`src/rtl/seven_seg_reader.sv`:
```
// Snoops a multiplexed active-low 7-segment bus and rebuilds the BCD frame it shows.
// Samples are synchronised, deglitched, decoded into staging slots, then published per full sweep.
module seven_seg_reader #(
   parameter int NDIG       = 4,
   parameter int STABLE_CYC = 4
) (
   input  logic                 clk,
   input  logic                 rst_n,
   input  logic [6:0]           seg_n,
   input  logic [NDIG-1:0]      dig_n,
   output logic [4*NDIG-1:0]    bcd_out,
   output logic                 frame_stb,
   output logic                 frame_valid,
   output logic                 err_stb
);
   localparam int W  = NDIG + 7;
   localparam int CW = $clog2(STABLE_CYC + 1);
   localparam logic [CW-1:0]   CNT_MAX = CW'(STABLE_CYC);
   localparam logic [CW-1:0]   CNT_PRE = CW'(STABLE_CYC - 1);
   localparam logic [NDIG-1:0] LSB_ONE = NDIG'(1);

   logic [W-1:0]      sync1_reg, sync2_reg, prev_reg;
   logic [CW-1:0]     cnt_reg;
   logic [NDIG-1:0]   seen_reg;
   logic [4*NDIG-1:0] stage_reg, bcd_reg;
   logic              frame_stb_reg, frame_valid_reg, err_stb_reg;

   logic              same, accept, single, dark, complete, bad;
   logic [NDIG-1:0]   sel, seen_next;
   logic [3:0]        code;
   logic [4*NDIG-1:0] stage_next;

   function automatic logic [3:0] decode(input logic [6:0] p);
      case (p)
         7'b0000001: decode = 4'h0;
         7'b1001111: decode = 4'h1;
         7'b0010010: decode = 4'h2;
         7'b0000110: decode = 4'h3;
         7'b1001100: decode = 4'h4;
         7'b0100100: decode = 4'h5;
         7'b0100000: decode = 4'h6;
         7'b0001111: decode = 4'h7;
         7'b0000000: decode = 4'h8;
         7'b0000100: decode = 4'h9;
         7'b1111111: decode = 4'hF;
         default:    decode = 4'hE;
      endcase
   endfunction

   // A sample is taken only on the single cycle the counter reaches saturation.
   assign same   = (sync2_reg == prev_reg);
   assign accept = same && (cnt_reg == CNT_PRE);
   assign sel    = ~sync2_reg[W-1:7];
   assign dark   = (sel == '0);
   assign single = !dark && ((sel & (sel - LSB_ONE)) == '0);
   assign code   = decode(sync2_reg[6:0]);

   always_comb begin
      stage_next = stage_reg;
      for (int i = 0; i < NDIG; i++) begin
         if (sel[i]) stage_next[4*i +: 4] = code;
      end
      seen_next = seen_reg | sel;
      complete  = accept && single && (&seen_next);
      bad       = accept && ((single && code == 4'hE) || (!single && !dark));
   end

   always_ff @(posedge clk or negedge rst_n) begin
      if (!rst_n) begin
         sync1_reg       <= '1;
         sync2_reg       <= '1;
         prev_reg        <= '1;
         cnt_reg         <= '0;
         seen_reg        <= '0;
         stage_reg       <= '1;
         bcd_reg         <= '1;
         frame_stb_reg   <= 1'b0;
         frame_valid_reg <= 1'b0;
         err_stb_reg     <= 1'b0;
      end else begin
         sync1_reg <= {dig_n, seg_n};
         sync2_reg <= sync1_reg;
         prev_reg  <= sync2_reg;
         if (!same)
            cnt_reg <= '0;
         else if (cnt_reg != CNT_MAX)
            cnt_reg <= cnt_reg + 1'b1;

         if (accept && single) begin
            stage_reg <= stage_next;
            seen_reg  <= complete ? '0 : seen_next;
         end
         if (complete) begin
            bcd_reg         <= stage_next;
            frame_valid_reg <= 1'b1;
         end
         frame_stb_reg <= complete;
         err_stb_reg   <= bad;
      end
   end

   assign bcd_out     = bcd_reg;
   assign frame_stb   = frame_stb_reg;
   assign frame_valid = frame_valid_reg;
   assign err_stb     = err_stb_reg;

endmodule

```
`config.mk`:
```
export PLATFORM = sky130hd
export DESIGN_NAME = seven_seg_reader
export DESIGN_NICKNAME = d
export VERILOG_FILES = /design/src/rtl/seven_seg_reader.sv
export SDC_FILE = /design/constraint.sdc
export NUM_CORES = 1
export LEC_CHECK = 0
export ABC_AREA = 0
export BUFFER_PORTS_ARGS = -buffer_cell sky130_fd_sc_hd__clkbuf_2
export CAP_MARGIN = 15
export CORE_ASPECT_RATIO = 0.5
export CORE_UTILIZATION = 25
export DETAILED_ROUTE_END_ITERATION = 8
export HOLD_SLACK_MARGIN = 0.08
export SLEW_MARGIN = 20
export SYNTH_ARGS = -nofsm -noshare
export SYNTH_HDL_FRONTEND = slang
export SYNTH_SLANG_ARGS = --single-unit
export TNS_END_PERCENT = 100
```
`constraint.sdc`:
```
create_clock -name clk -period 5.1 [get_ports clk]
set_input_delay 1.275 -clock clk [delete_from_list [all_inputs] [get_ports clk]]
set_output_delay 1.275 -clock clk [all_outputs]
set_load 0.005 [all_outputs]
```
==> metrics.csv <==
metric;value;unit
drc;0;
antenna_cells;0;
post_cts_buffers;0;
clock-sinks;75;
clkTransAtPathRegs;0.06;ns
critPathLaunch;sync2_reg[1];
postLayoutCoreUtil;31.6;%
via_count;1898;
ant_nets;0;
rows;28;
crit_path_frequent_cell;mux2_2;
endpoint_kind;flop;
cp_num_buf_inv;0;
path_depth;6;
dpl.cell_count;436;
antenna_found_initial;0;
die_area;13400;um^2
reg2reg_depth;6;
numCtsBuffers;9;
worstPathRequired;5.36;ns
reg2reg_to;bcd_out[2];
drive_gt1_share;49.5;%
setup_viol;0;
synthCells;254;
stdcell_count;452;
io_buffers;31;
syn_to_final_growth;19.7;%
gr-total-overflow;0;
core;12200;um^2
hold_path_class;reg -> reg;
first_global_vias;1892;
globalplace.congestion;0.835;
timing.rr.start;sync2_reg[1];
worstSetupEndpoint;bcd_out[2];
p_leak;1.63;nW
ir_drop;0.000151;V
ys_seq_elements;75;
grt_max_degree;52;
power;1.35;mW
relSlewSlack;38.5;%
nets;298;
cp_slowest_cell;o211ai_1;
cts_max_path_buffers;2;
synth.net_count;270;
status;complete, no violations;
nFillCells;1210;
die_x;163;um
die_h;82.3;um
slew_viol_final;0;
ios;32;
place_hpwl;3.97;mm
drv_cap;0;
drt_pass1_iterations;4;
grt_pass1_wl;9.91;mm
htree_levels;3;
p_per_area;350;nW/um^2
r2r_slack;2.34;ns
final.setup_skew;0.00710;ns
yosysUniqueCellTypes;36;
critPathMaxStageDelay;0.74;ns
syn-cell-area;3220;um^2
fin_setup_tns;0;ns
period_needed;2.76;ns
drt-total-wl;5.90;mm
cts_resized;0;
fmax;362;MHz
rsz0062_at_grt;no;
initialDrtViolationCount;128;
cts_tree;done;
cts_hold_buf;0;
syn_avg_cell_area;12.7;um^2
path_max_fanout;12;
synth_warnings;0;
hold_ws;0.355;ns
crit_arrival;3.02;ns
cp_top_family;compound AO/OA/AOI/OAI gates;
synth-seq-area-share;60.8;%
fin_crit_sh;54.1;%
worst-setup-path-type;reg -> reg;
viasPerCell;4.20;
groute.usage.overall;9.94;%
root_buffer;clkbuf_16;
hold_viol;0;
initial_core_util;26.4;%
critPathLaunchType;flop;
wl_per_cell;13.0;um
clock_latency;0.33;ns
worstMarginPinSlew;0.918;ns
worstPathCellList;and2_1 > o21ai_1 > o211ai_1 > o22ai_1 > mux2_2 > mux2_2;
## worst min path at each step
stage,to,startpoint,depth (start not counted),slack (ns)
floorplan,sync2_reg[0],sync1_reg[0],0,0.35
detailed placement,sync2_reg[10],sync1_reg[10],0,0.35
finish,sync2_reg[0],sync1_reg[0],0,0.35
global route,sync2_reg[10],sync1_reg[10],0,0.36
CTS,sync2_reg[10],sync1_reg[10],0,0.36
global placement,sync2_reg[5],sync1_reg[5],0,0.35
## area by class of cell
class	instances	area (um^2)	area share, %
multi-input combinational	147	1150	29.7
tap	165	206	5.35
clock buffer	12	236	6.13
timing repair buffer	33	173	4.48
clock inverter	4	76.3	1.98
sequential	75	1960	50.8
inverter	16	60.1	1.56
## cells in the final DEF (no fill, tap or decap), types with 3 or more instances in the layout
cell	synthesis	final
xor2_1	14	14
nor2_1	11	11
clkbuf_1	8	3
o211ai_1	3	3
a21oi_1	7	7
ha_1	3	3
mux2i_1	5	5
clkbuf_2	0	30
dfrtp_1	10	10
or3_1	5	5
buf_4	0	3
mux2_4	9	9
clkbuf_16	0	9
nor3_1	3	3
o21ai_1	3	3
dfstp_2	65	65
nand2_1	25	25
mux2_2	17	17
inv_1	16	16
o21ai_0	9	9
mux2_1	9	9
nand3_1	5	5
## kinds of logic after synthesis
group / synth area share [%]
AND/OR/NAND/NOR: 8.89
adder cells (fa/ha/maj): 1.16
buffers and inverters: 4.04
multiplexers: 14.8
flip-flops: 60.8
AO/OA/AOI/OAI: 6.25
XOR/XNOR: 4.08
## power by group
part / switching (mW) / total, mW / leakage (nW) / internal, mW
Combinational: 0.0306 / 0.0508 / 0.663 / 0.0202
Clock: 0.230 / 0.660 / 0.147 / 0.429
Sequential: 0.0177 / 0.639 / 0.817 / 0.621
Total: 0.279 / 1.35 / 1.63 / 1.07
## cells in the mapped netlist (all sizes together)
cell type / instances / area (um^2)
buf: 8 / 40.0
xnor2: 1 / 8.76
a32oi: 1 / 8.76
nand2: 25 / 93.8
nor3: 4 / 25.0
and4b: 1 / 10.0
o22ai: 1 / 6.26
o211ai: 3 / 22.5
or2: 1 / 6.26
a2111oi: 2 / 23.8
ha: 3 / 37.5
or3: 5 / 31.3
xor2: 14 / 123
nand3: 6 / 35.0
o21ai: 12 / 60.1
dfrtp: 10 / 250
o32ai: 2 / 17.5
and2: 1 / 6.26
a22oi: 1 / 7.51
nand4: 1 / 6.26
nor4: 3 / 31.3
dfstp: 65 / 1710
mux2: 35 / 428
inv: 16 / 60.1
clkbuf: 8 / 30.0
nor2: 11 / 41.3
mux2i: 5 / 50.1
o32a: 2 / 20.0
a21oi: 7 / 35.0
## metrics by stage
stage	area (um^2)	worst slack (ns)
after CTS	3850	2.33
after floorplan	3220	2.73
after global placement	3540	2.44
after global routing	3860	2.07
after detailed placement	3540	2.35
final	3860	2.34
## metal layers
metal	wire length (um)	GRT usage (%)
met5	0	0
met4	80	3.64
met3	277	3.95
met2	2720	15.6
met1	2820	12.4
Power figures use the tool's default switching activity.
